### config.mk
export PLATFORM = sky130hd
export DESIGN_NAME = uart_tx_fifo_flat
export DESIGN_NICKNAME = d
export VERILOG_FILES = /design/src/rtl/uart_tx_fifo_if.sv /design/src/rtl/uart_tx_fifo.sv /design/src/flat_wrapper.sv
export SDC_FILE = /design/constraint.sdc
export NUM_CORES = 1
export LEC_CHECK = 0
export ABC_AREA = 0
export ABC_CLOCK_PERIOD_IN_PS = 2700
export CAP_MARGIN = 20
export CORE_MARGIN = 2
export CORE_UTILIZATION = 45
export DETAILED_ROUTE_END_ITERATION = 6
export HOLD_SLACK_MARGIN = 0.12
export PLACE_DENSITY_LB_ADDON = 0.05
export SLEW_MARGIN = 20
export SYNTH_ARGS = -nofsm -noshare
export SYNTH_HDL_FRONTEND = slang
export SYNTH_SLANG_ARGS = --single-unit
### constraint.sdc
create_clock -name wb_clk_i -period 2.7 [get_ports wb_clk_i]
set_input_delay 0.675 -clock wb_clk_i [delete_from_list [all_inputs] [get_ports wb_clk_i]]
set_output_delay 0.675 -clock wb_clk_i [all_outputs]
set_load 0.01 [all_outputs]
### src/rtl/uart_tx_fifo_if.sv
// Handshake bundle between the CSR block / serial transmitter (master) and the
// transmit FIFO (slave).
interface uart_tx_fifo_if #(
  parameter int DEPTH_LOG2 = 4
);
  logic                  wr_en;
  logic [7:0]            wr_data;
  logic                  flush;
  logic                  ovf_clr;
  logic                  full;
  logic                  empty;
  logic [DEPTH_LOG2:0]   level;
  logic                  overflow;
  logic [7:0]            tx_data;
  logic                  tx_start;
  logic                  clear_req;
  logic                  irq;

  modport master (
    output wr_en, wr_data, flush, ovf_clr, clear_req,
    input  full, empty, level, overflow, tx_data, tx_start, irq
  );

  modport slave (
    input  wr_en, wr_data, flush, ovf_clr, clear_req,
    output full, empty, level, overflow, tx_data, tx_start, irq
  );
endinterface

### src/rtl/uart_tx_fifo.sv
// Transmit byte FIFO: buffers CSR writes and hands bytes one at a time to the
// serial transmitter. Define UART_TX_FIFO_IRQ_EN for the low-water interrupt.
module uart_tx_fifo #(
  parameter int DEPTH_LOG2 = 4,
  parameter int LOW_WATER  = 2
) (
  input  logic          wb_clk_i,
  input  logic          wb_rst_i,
  uart_tx_fifo_if.slave bus
);

  localparam int DEPTH = 2 ** DEPTH_LOG2;
  localparam logic [DEPTH_LOG2:0]   DEPTH_LVL = (DEPTH_LOG2 + 1)'(DEPTH);
  localparam logic [DEPTH_LOG2:0]   LVL_ONE   = 1;
  localparam logic [DEPTH_LOG2-1:0] PTR_ONE   = 1;

  if (LOW_WATER < 0 || LOW_WATER > DEPTH) begin : g_bad_low_water
    $error("uart_tx_fifo: LOW_WATER must lie in 0..DEPTH");
  end

  typedef enum logic [1:0] {
    S_IDLE,
    S_PRESENT,
    S_GAP
  } state_e;

  state_e                state_q, state_d;
  logic [7:0]            mem_q [DEPTH];
  logic [DEPTH_LOG2-1:0] wr_ptr_q, wr_ptr_d;
  logic [DEPTH_LOG2-1:0] rd_ptr_q, rd_ptr_d;
  logic [DEPTH_LOG2:0]   level_q, level_d;
  logic                  overflow_q, overflow_d;
  logic [7:0]            tx_data_q, tx_data_d;
  logic                  tx_start_q, tx_start_d;

  logic                  full, empty;
  logic                  push, drop, load;

  // full/empty come from the pre-edge level, so a pop in the same cycle
  // never rescues a push into a full FIFO.
  assign full  = (level_q == DEPTH_LVL);
  assign empty = (level_q == '0);
  assign push  = bus.wr_en & ~full & ~bus.flush;
  assign drop  = bus.wr_en &  full & ~bus.flush;
  assign load  = (state_q == S_IDLE) & ~empty & ~bus.flush;

  always_comb begin
    state_d    = state_q;
    tx_data_d  = tx_data_q;
    tx_start_d = tx_start_q;
    unique case (state_q)
      S_IDLE: begin
        if (load) begin
          tx_data_d  = mem_q[rd_ptr_q];
          tx_start_d = 1'b1;
          state_d    = S_PRESENT;
        end
      end
      S_PRESENT: begin
        if (bus.clear_req) begin
          tx_start_d = 1'b0;
          state_d    = S_GAP;
        end
      end
      S_GAP: begin
        state_d = S_IDLE;
      end
      default: begin
        tx_start_d = 1'b0;
        state_d    = S_IDLE;
      end
    endcase
  end

  always_comb begin
    wr_ptr_d   = wr_ptr_q;
    rd_ptr_d   = rd_ptr_q;
    level_d    = level_q;
    overflow_d = overflow_q;

    if (push) begin
      wr_ptr_d = wr_ptr_q + PTR_ONE;
    end

    // Flush empties the queue only; a byte already presented is untouched.
    if (bus.flush) begin
      rd_ptr_d = wr_ptr_q;
      level_d  = '0;
    end else begin
      if (load) begin
        rd_ptr_d = rd_ptr_q + PTR_ONE;
      end
      unique case ({push, load})
        2'b10:   level_d = level_q + LVL_ONE;
        2'b01:   level_d = level_q - LVL_ONE;
        default: level_d = level_q;
      endcase
    end

    if (drop) begin
      overflow_d = 1'b1;
    end else if (bus.ovf_clr) begin
      overflow_d = 1'b0;
    end
  end

  always_ff @(posedge wb_clk_i) begin
    if (wb_rst_i) begin
      state_q    <= S_IDLE;
      wr_ptr_q   <= '0;
      rd_ptr_q   <= '0;
      level_q    <= '0;
      overflow_q <= 1'b0;
      tx_data_q  <= 8'h00;
      tx_start_q <= 1'b0;
    end else begin
      state_q    <= state_d;
      wr_ptr_q   <= wr_ptr_d;
      rd_ptr_q   <= rd_ptr_d;
      level_q    <= level_d;
      overflow_q <= overflow_d;
      tx_data_q  <= tx_data_d;
      tx_start_q <= tx_start_d;
    end
  end

  // Storage array carries no reset; stale entries are unreachable once the
  // pointers are cleared.
  always_ff @(posedge wb_clk_i) begin
    if (push) begin
      mem_q[wr_ptr_q] <= bus.wr_data;
    end
  end

`ifdef UART_TX_FIFO_IRQ_EN
  localparam logic [DEPTH_LOG2:0] LOW_WATER_LVL = (DEPTH_LOG2 + 1)'(LOW_WATER);

  logic irq_q, irq_d;

  assign irq_d = (level_d <= LOW_WATER_LVL);

  always_ff @(posedge wb_clk_i) begin
    if (wb_rst_i) begin
      irq_q <= 1'b0;
    end else begin
      irq_q <= irq_d;
    end
  end

  assign bus.irq = irq_q;
`else
  assign bus.irq = 1'b0;
`endif

  assign bus.full     = full;
  assign bus.empty    = empty;
  assign bus.level    = level_q;
  assign bus.overflow = overflow_q;
  assign bus.tx_data  = tx_data_q;
  assign bus.tx_start = tx_start_q;

endmodule
### src/flat_wrapper.sv
// flat-port wrapper written by rule: the top's interface ports become plain ports
module uart_tx_fifo_flat 
#(
  parameter int DEPTH_LOG2 = 4,
  parameter int LOW_WATER  = 2
)
  (wb_clk_i, wb_rst_i, bus_wr_en, bus_wr_data, bus_flush, bus_ovf_clr, bus_clear_req, bus_full, bus_empty, bus_level, bus_overflow, bus_tx_data, bus_tx_start, bus_irq);
  uart_tx_fifo_if #(.DEPTH_LOG2(DEPTH_LOG2)) bus_i ();
  input  logic wb_clk_i;
  input  logic wb_rst_i;
  input wire logic [$bits(bus_i.wr_en)-1:0] bus_wr_en;
  input wire logic [$bits(bus_i.wr_data)-1:0] bus_wr_data;
  input wire logic [$bits(bus_i.flush)-1:0] bus_flush;
  input wire logic [$bits(bus_i.ovf_clr)-1:0] bus_ovf_clr;
  input wire logic [$bits(bus_i.clear_req)-1:0] bus_clear_req;
  output wire logic [$bits(bus_i.full)-1:0] bus_full;
  output wire logic [$bits(bus_i.empty)-1:0] bus_empty;
  output wire logic [$bits(bus_i.level)-1:0] bus_level;
  output wire logic [$bits(bus_i.overflow)-1:0] bus_overflow;
  output wire logic [$bits(bus_i.tx_data)-1:0] bus_tx_data;
  output wire logic [$bits(bus_i.tx_start)-1:0] bus_tx_start;
  output wire logic [$bits(bus_i.irq)-1:0] bus_irq;
  assign bus_i.wr_en = bus_wr_en;
  assign bus_i.wr_data = bus_wr_data;
  assign bus_i.flush = bus_flush;
  assign bus_i.ovf_clr = bus_ovf_clr;
  assign bus_i.clear_req = bus_clear_req;
  assign bus_full = bus_i.full;
  assign bus_empty = bus_i.empty;
  assign bus_level = bus_i.level;
  assign bus_overflow = bus_i.overflow;
  assign bus_tx_data = bus_i.tx_data;
  assign bus_tx_start = bus_i.tx_start;
  assign bus_irq = bus_i.irq;
  uart_tx_fifo #(.DEPTH_LOG2(DEPTH_LOG2), .LOW_WATER(LOW_WATER)) u_core (.wb_clk_i(wb_clk_i), .wb_rst_i(wb_rst_i), .bus(bus_i));
endmodule
[Yosys cells after proc, flatten, opt, wreduce, memory -nomap -nowiden]
Memories as Yosys holds them, arrays and structs flattened. A register that Yosys moved wholly into a read port is not among the register bits.
Cells that the tools add are included.
Word-level totals
  register bits after elaboration: 17
  latch bits: 0
  memory bits (writable): 128
  bits in read-only memories: 0
  bits of input ports: 14
  output and inout port bits: 18
  logic and storage cells: 50
  memories: 1
Cells by class
  add/subtract/negate cells: 4
  multipliers: 0
  divide/modulo/power cells: 0
  order comparisons: 0
  eq/ne operators: 7
  shift operators: 0
  muxes and demuxes: 13
  bitwise operators: 10
  reductions and logical operators: 9
Memory list
  u_core.mem_q: words 16, width 8, read ports 1, clocked after memory_dff 1, wr ports 1, line uart_tx_fifo.sv:28  | logic [7:0] mem_q [DEPTH];
Operators with widths (count)
  $pmux 5 s2: 1
  $add 4x1->4 const B: 2
  $mux 4: 2
  $and 1x1->1: 6
  $mux 1: 6
  $reduce_bool 2->1: 3
  $add 5x1->5 const B: 1
  $eq 5x5->1 const B: 1
  $logic_not 5->1: 1
  $sub 5x1->5 const B: 1
  $eq 2x1->1 const B: 2
  $eq 2x2->1 const B: 2
  $mux 2: 2
  $not 1->1: 4
  $pmux 2 s2: 1
  $reduce_and 2->1: 2
  $pmux 1 s3: 1
  $reduce_and 3->1: 1
  $logic_not 2->1: 1
  $ne 2x1->1 const B: 1
  $ne 2x2->1 const B: 1
  $reduce_or 2->1: 1

[Logic depth before layout (Yosys ltp)]
Gate-level depths: netlist of the first run.
  word-level depth: 6
  mapped depth: 14
  depth with buffers taken out: 11

[Worst setup path before layout of the first run]
OpenSTA, ideal clock, no wires.
  kind: register to register
  start point: register u_core.level_q[1] (netlist: u_core.bus.level[1])
  end point: register u_core.level_q[3] (netlist: u_core.bus.level[3])
  library setup time: 0.078 ns
  arrival: 2.788 ns
  data required time: 2.622 ns
  setup slack: -0.166 ns
  cell stages (with the launch flop): 14
  path buffers: 4
  period minus slack after synthesis: 2.866 ns
  cell sequence: dfxtp_1 buf_6 or4_4 buf_6 o21ai_4 buf_12 inv_1 ha_1 clkbuf_1 nand2b_1 or2_2 mux2i_1 nor3_1 nor3_1
On the way
  word-level cells in the longest chain between the ends: 6
  elaborated cells between the ends (all ways): 14
  those cells by class: add/sub: 2; eq/ne: 3; mux: 1; bitwise: 6; reduce/logical: 2
RTL lines
  from (decl): line uart_tx_fifo.sv:31  | logic [DEPTH_LOG2:0] level_q, level_d;
  from (signal assigned): line uart_tx_fifo.sv:120  | level_q <= level_d;
  $eq 5x5->1 or $logic_not 5->1 (tied branches): line uart_tx_fifo.sv:41, uart_tx_fifo.sv:42
  $not 1->1, on equally long branches: line uart_tx_fifo.sv:43, uart_tx_fifo.sv:45
  $and 1x1->1, on equally long branches (2 in a row): line uart_tx_fifo.sv:43, uart_tx_fifo.sv:45
  $eq 2x1->1 or $eq 2x2->1 (tied branches): line uart_tx_fifo.sv:93  | unique case ({push, load})
  $pmux 5 s2 or $reduce_bool 2->1 (tied branches)
Several ways; a longest one is shown, not always the timed one.
A chain may end at the register's enable or synchronous reset.

[Final worst setup path of the first run]
  start point: register u_core.level_q[1] (netlist: u_core.bus.level[1])
  end point: output bus_full
On the way
  word-level cells in the longest chain between the ends: 1
RTL lines
  $eq 5x5->1: line uart_tx_fifo.sv:41  | assign full = (level_q == DEPTH_LVL);
  to (decl): line flat_wrapper.sv:16  | output wire logic [$bits(bus_i.full)-1:0] bus_full;
Every way passes these cells.

==> results of run 1 <==
stage by stage:
| step | total power, mW | util (%) | TNS (ps) | hold WS, ps | area (um2) |
|---|---|---|---|---|---|
| after floorplan | 2.831 | - | -25.23 | 480.5 | 6335 |
| after global placement | 2.945 | 50.40 | -34.12 | 447.5 | 6942 |
| after detailed placement | 2.947 | 50.40 | -185.8 | 452.8 | 6942 |
| after CTS | 5.206 | 54.72 | 0 | 460.4 | 7537 |
| after global routing | 5.335 | 54.74 | 0 | 500.7 | 7540 |
| final | 5.170 | 54.74 | 0 | 457.5 | 7540 |
layer usage:
| metal | wire length (um) | vias to the layer above |
|---|---|---|
| li1 | - | 1563 |
| met1 | 5750 | 1699 |
| met3 | 488 | 16 |
| met4 | 244 | 0 |
| met5 | 0 | - |
| met2 | 6547 | 70 |
path summary, 6_finish.rpt:
kind	from	end	slack (ps)	cells past startpoint
max	u_core.bus.level[1]	bus_full	120	3
min	u_core.bus.tx_start	u_core.bus.tx_start	460	2
max reg2reg	u_core.bus.level[3]	u_core.bus.level[2]	170	11
min reg2reg	u_core.bus.tx_start	u_core.bus.tx_start	460	2
cells in the final DEF (no fill, tap or decap), types with 2 or more instances in the layout:
master           instances
buf_4                   30
o211ai_1                 2
nand3_1                  2
nor3_1                   7
o21ai_4                  2
nand2_1                  9
nor2_1                  35
clkdlybuf4s50_1         29
inv_1                    3
dfxtp_1                 20
xor2_1                   4
xnor2_1                  4
mux2i_1                  7
nor2b_1                  5
a21oi_1                 16
ha_1                     5
mux4_2                  32
nand2b_1                 2
nor2_2                   7
a21o_1                   2
a22oi_1                 16
clkbuf_1                 4
and2_1                   3
clkbuf_16               19
a21oi_2                  7
clkbuf_8                 4
edfxtp_1               128
dfxtp_2                  5
clkinv_2                 3
cells in the mapped netlist, drive strengths merged (4+ instances only):
master  count  area [um2]
clkbuf      7       27.52
a22oi      16       120.1
nor3        7       35.03
o21ai       4       42.54
buf        16       110.1
nand2       9       33.78
dfxtp      25       500.5
nor2b       5       31.28
inv         4       15.01
a21oi      23       141.4
edfxtp    128        3844
ha          7       87.58
mux2i       7       70.07
mux4       32       720.7
xor2        4       35.03
nor2       42       175.2
xnor2       4       35.03
power groups by stage:
stage	registers, mW	clock network, mW	logic (mW)
after floorplan	2.64	0	0.188
after global placement	2.65	0	0.299
after detailed placement	2.65	0	0.301
after CTS	2.60	2.30	0.306
after global routing	2.60	2.41	0.329
final	2.60	2.27	0.300
layout make-up:
cell class	instances	area, um2	area share (%)
Tap cell	180	225.2	2.987
Inverter	4	17.52	0.2323
Multi-Input combinational cell	193	1822	24.16
Clock buffer	27	545.5	7.235
Clock inverter	5	31.28	0.4149
Timing Repair Buffer	61	548.0	7.269
Sequential cell	153	4350	57.70
sequential cells by signal, indices dropped and copies added, names as in the netlist:
name / count
u_core.rd_ptr_q: 4
u_core.wr_ptr_q: 4
u_core.bus.overflow: 1
u_core.bus.level: 5
u_core.state_q: 2
u_core.bus.tx_start: 1
u_core.mem_q: 128
u_core.bus.tx_data: 8
what timing repair did:
item,in CTS,in global routing
pin swaps,1,0
buffers inserted,1,0
resized for setup,3,1
setup endpoints to repair,2,1
endpoints found under the hold margin,0,0
worst max-delay path, stage by stage (launching register included):
cell and delay (ps):
dfxtp_2 380, nor4_4 370, and2_1 210, clkdlybuf4s50_1 540
cells by family (layout without fill, tap and decap cells):
family                   Yosys count  count (layout)  synth area share, %
XOR/XNOR                           8               8                1.116
AND/OR/NAND/NOR                   84              84                6.836
flip-flops                       153             153                69.19
other                              1               1              0.05973
buffers and inverters             27              97                2.431
AO/OA/AOI/OAI                     53              53                6.198
adder cells (fa/ha/maj)            7               7                1.395
multiplexers                      40              40                12.77
==> out/metrics.csv, run 1 <==
metric;value;unit
vias;3348;
maxCapViolCount;0;
cp_max_fo;9;
worst_skew_pair.late_latency;420;ps
grt-busiest-layer;met2;
synthCells;373;
io-pin-count;32;
clkPwrFrac;44.0;%
fillers;1136;
cts_made_buffers;17;
grt_pass1_wl;19700;um
power.internal;4.105;mW
grt_max_degree;27;
slew_headroom;51.95;%
async_flop_share;0;%
ctsHoldBuffers;0;
cts-root-buf;clkbuf_16;
gp_congestion;0.8296;
cts_tree;done;
area_growth;20.09;%
chipWidth;122.1;um
worst_pin_slew;718.1;ps
coreArea;0.01377;mm2
syn_area_per_cell;16.83;um2
clkTransAtPathRegs;60;ps
antenna_found_initial;0;
met3_usage;3.792;%
antenna_left;0;
fin_crit;2581;ps
port_buffers;30;
initial_utilization;45.59;%
start_kind;flop;
hold_class;flop to flop;
rsz0062_at_grt;false;
vdd_drop_max;0.0004085;V
grt.overflow.total;0;
ys_warn_count;0;
num_rows;43;
firstDrtPassIters;5;
cp.arrival;1910;ps
place_hpwl;8197;um
cts_htree_levels;4;
fin_crit_sh;95.60;%
grt_pass1_vias;3414;
die_area;0.01491;mm2
setup_violations;0;
p_comb_share;5.8;%
synth.cell_area;0.006279;mm2
switching_share;20.60;%
finalNonFillerCells;623;
setup_ws;118.7;ps
routed_via_density;5.374;
wl_per_cell;20.91;um
pwr-share-seq;50.2;%
drv_slew;0;
required;2030;ps
clockBufferDepth;2;
grt_util_met1;25.28;%
ys_seq_area_share;69.19;%
synth_edf_count;128;
endpoint_kind;output pin;
clock_sinks;153;
leakagePower;2.487;nW
synth_ff_type;edfxtp_1;
antennaDiodeCount;0;
track_usage;19.05;%
power_density;685.7;mW/mm2
placed_cells;590;
drt-initial-drc-count;237;
outcome;complete, no violations;
met2_usage;31.18;%
syn_nets;394;
drt_wl_total;13030;um
dp_slack;-87.18;ps
path_class;flop to output pin;
skew;10.56;ps
p_switching;1.065;mW
ys_seq_elements;153;
finalHoldViolations;0;
fp.dieH;122.1;um
drc_errors;0;
synth.distinct_cells;50;
fmax;387.4;MHz
layout-drive-gt1-share;27.77;%
layout.nets;451;
Power figures use the tool's default switching activity.
==> run 2, diff against run 1 <==
Settings changed: SLEW_MARGIN 20 to 10.
==> results of run 2 <==
Same layout as run 1: the final DEF is identical, and so are final timing and power.
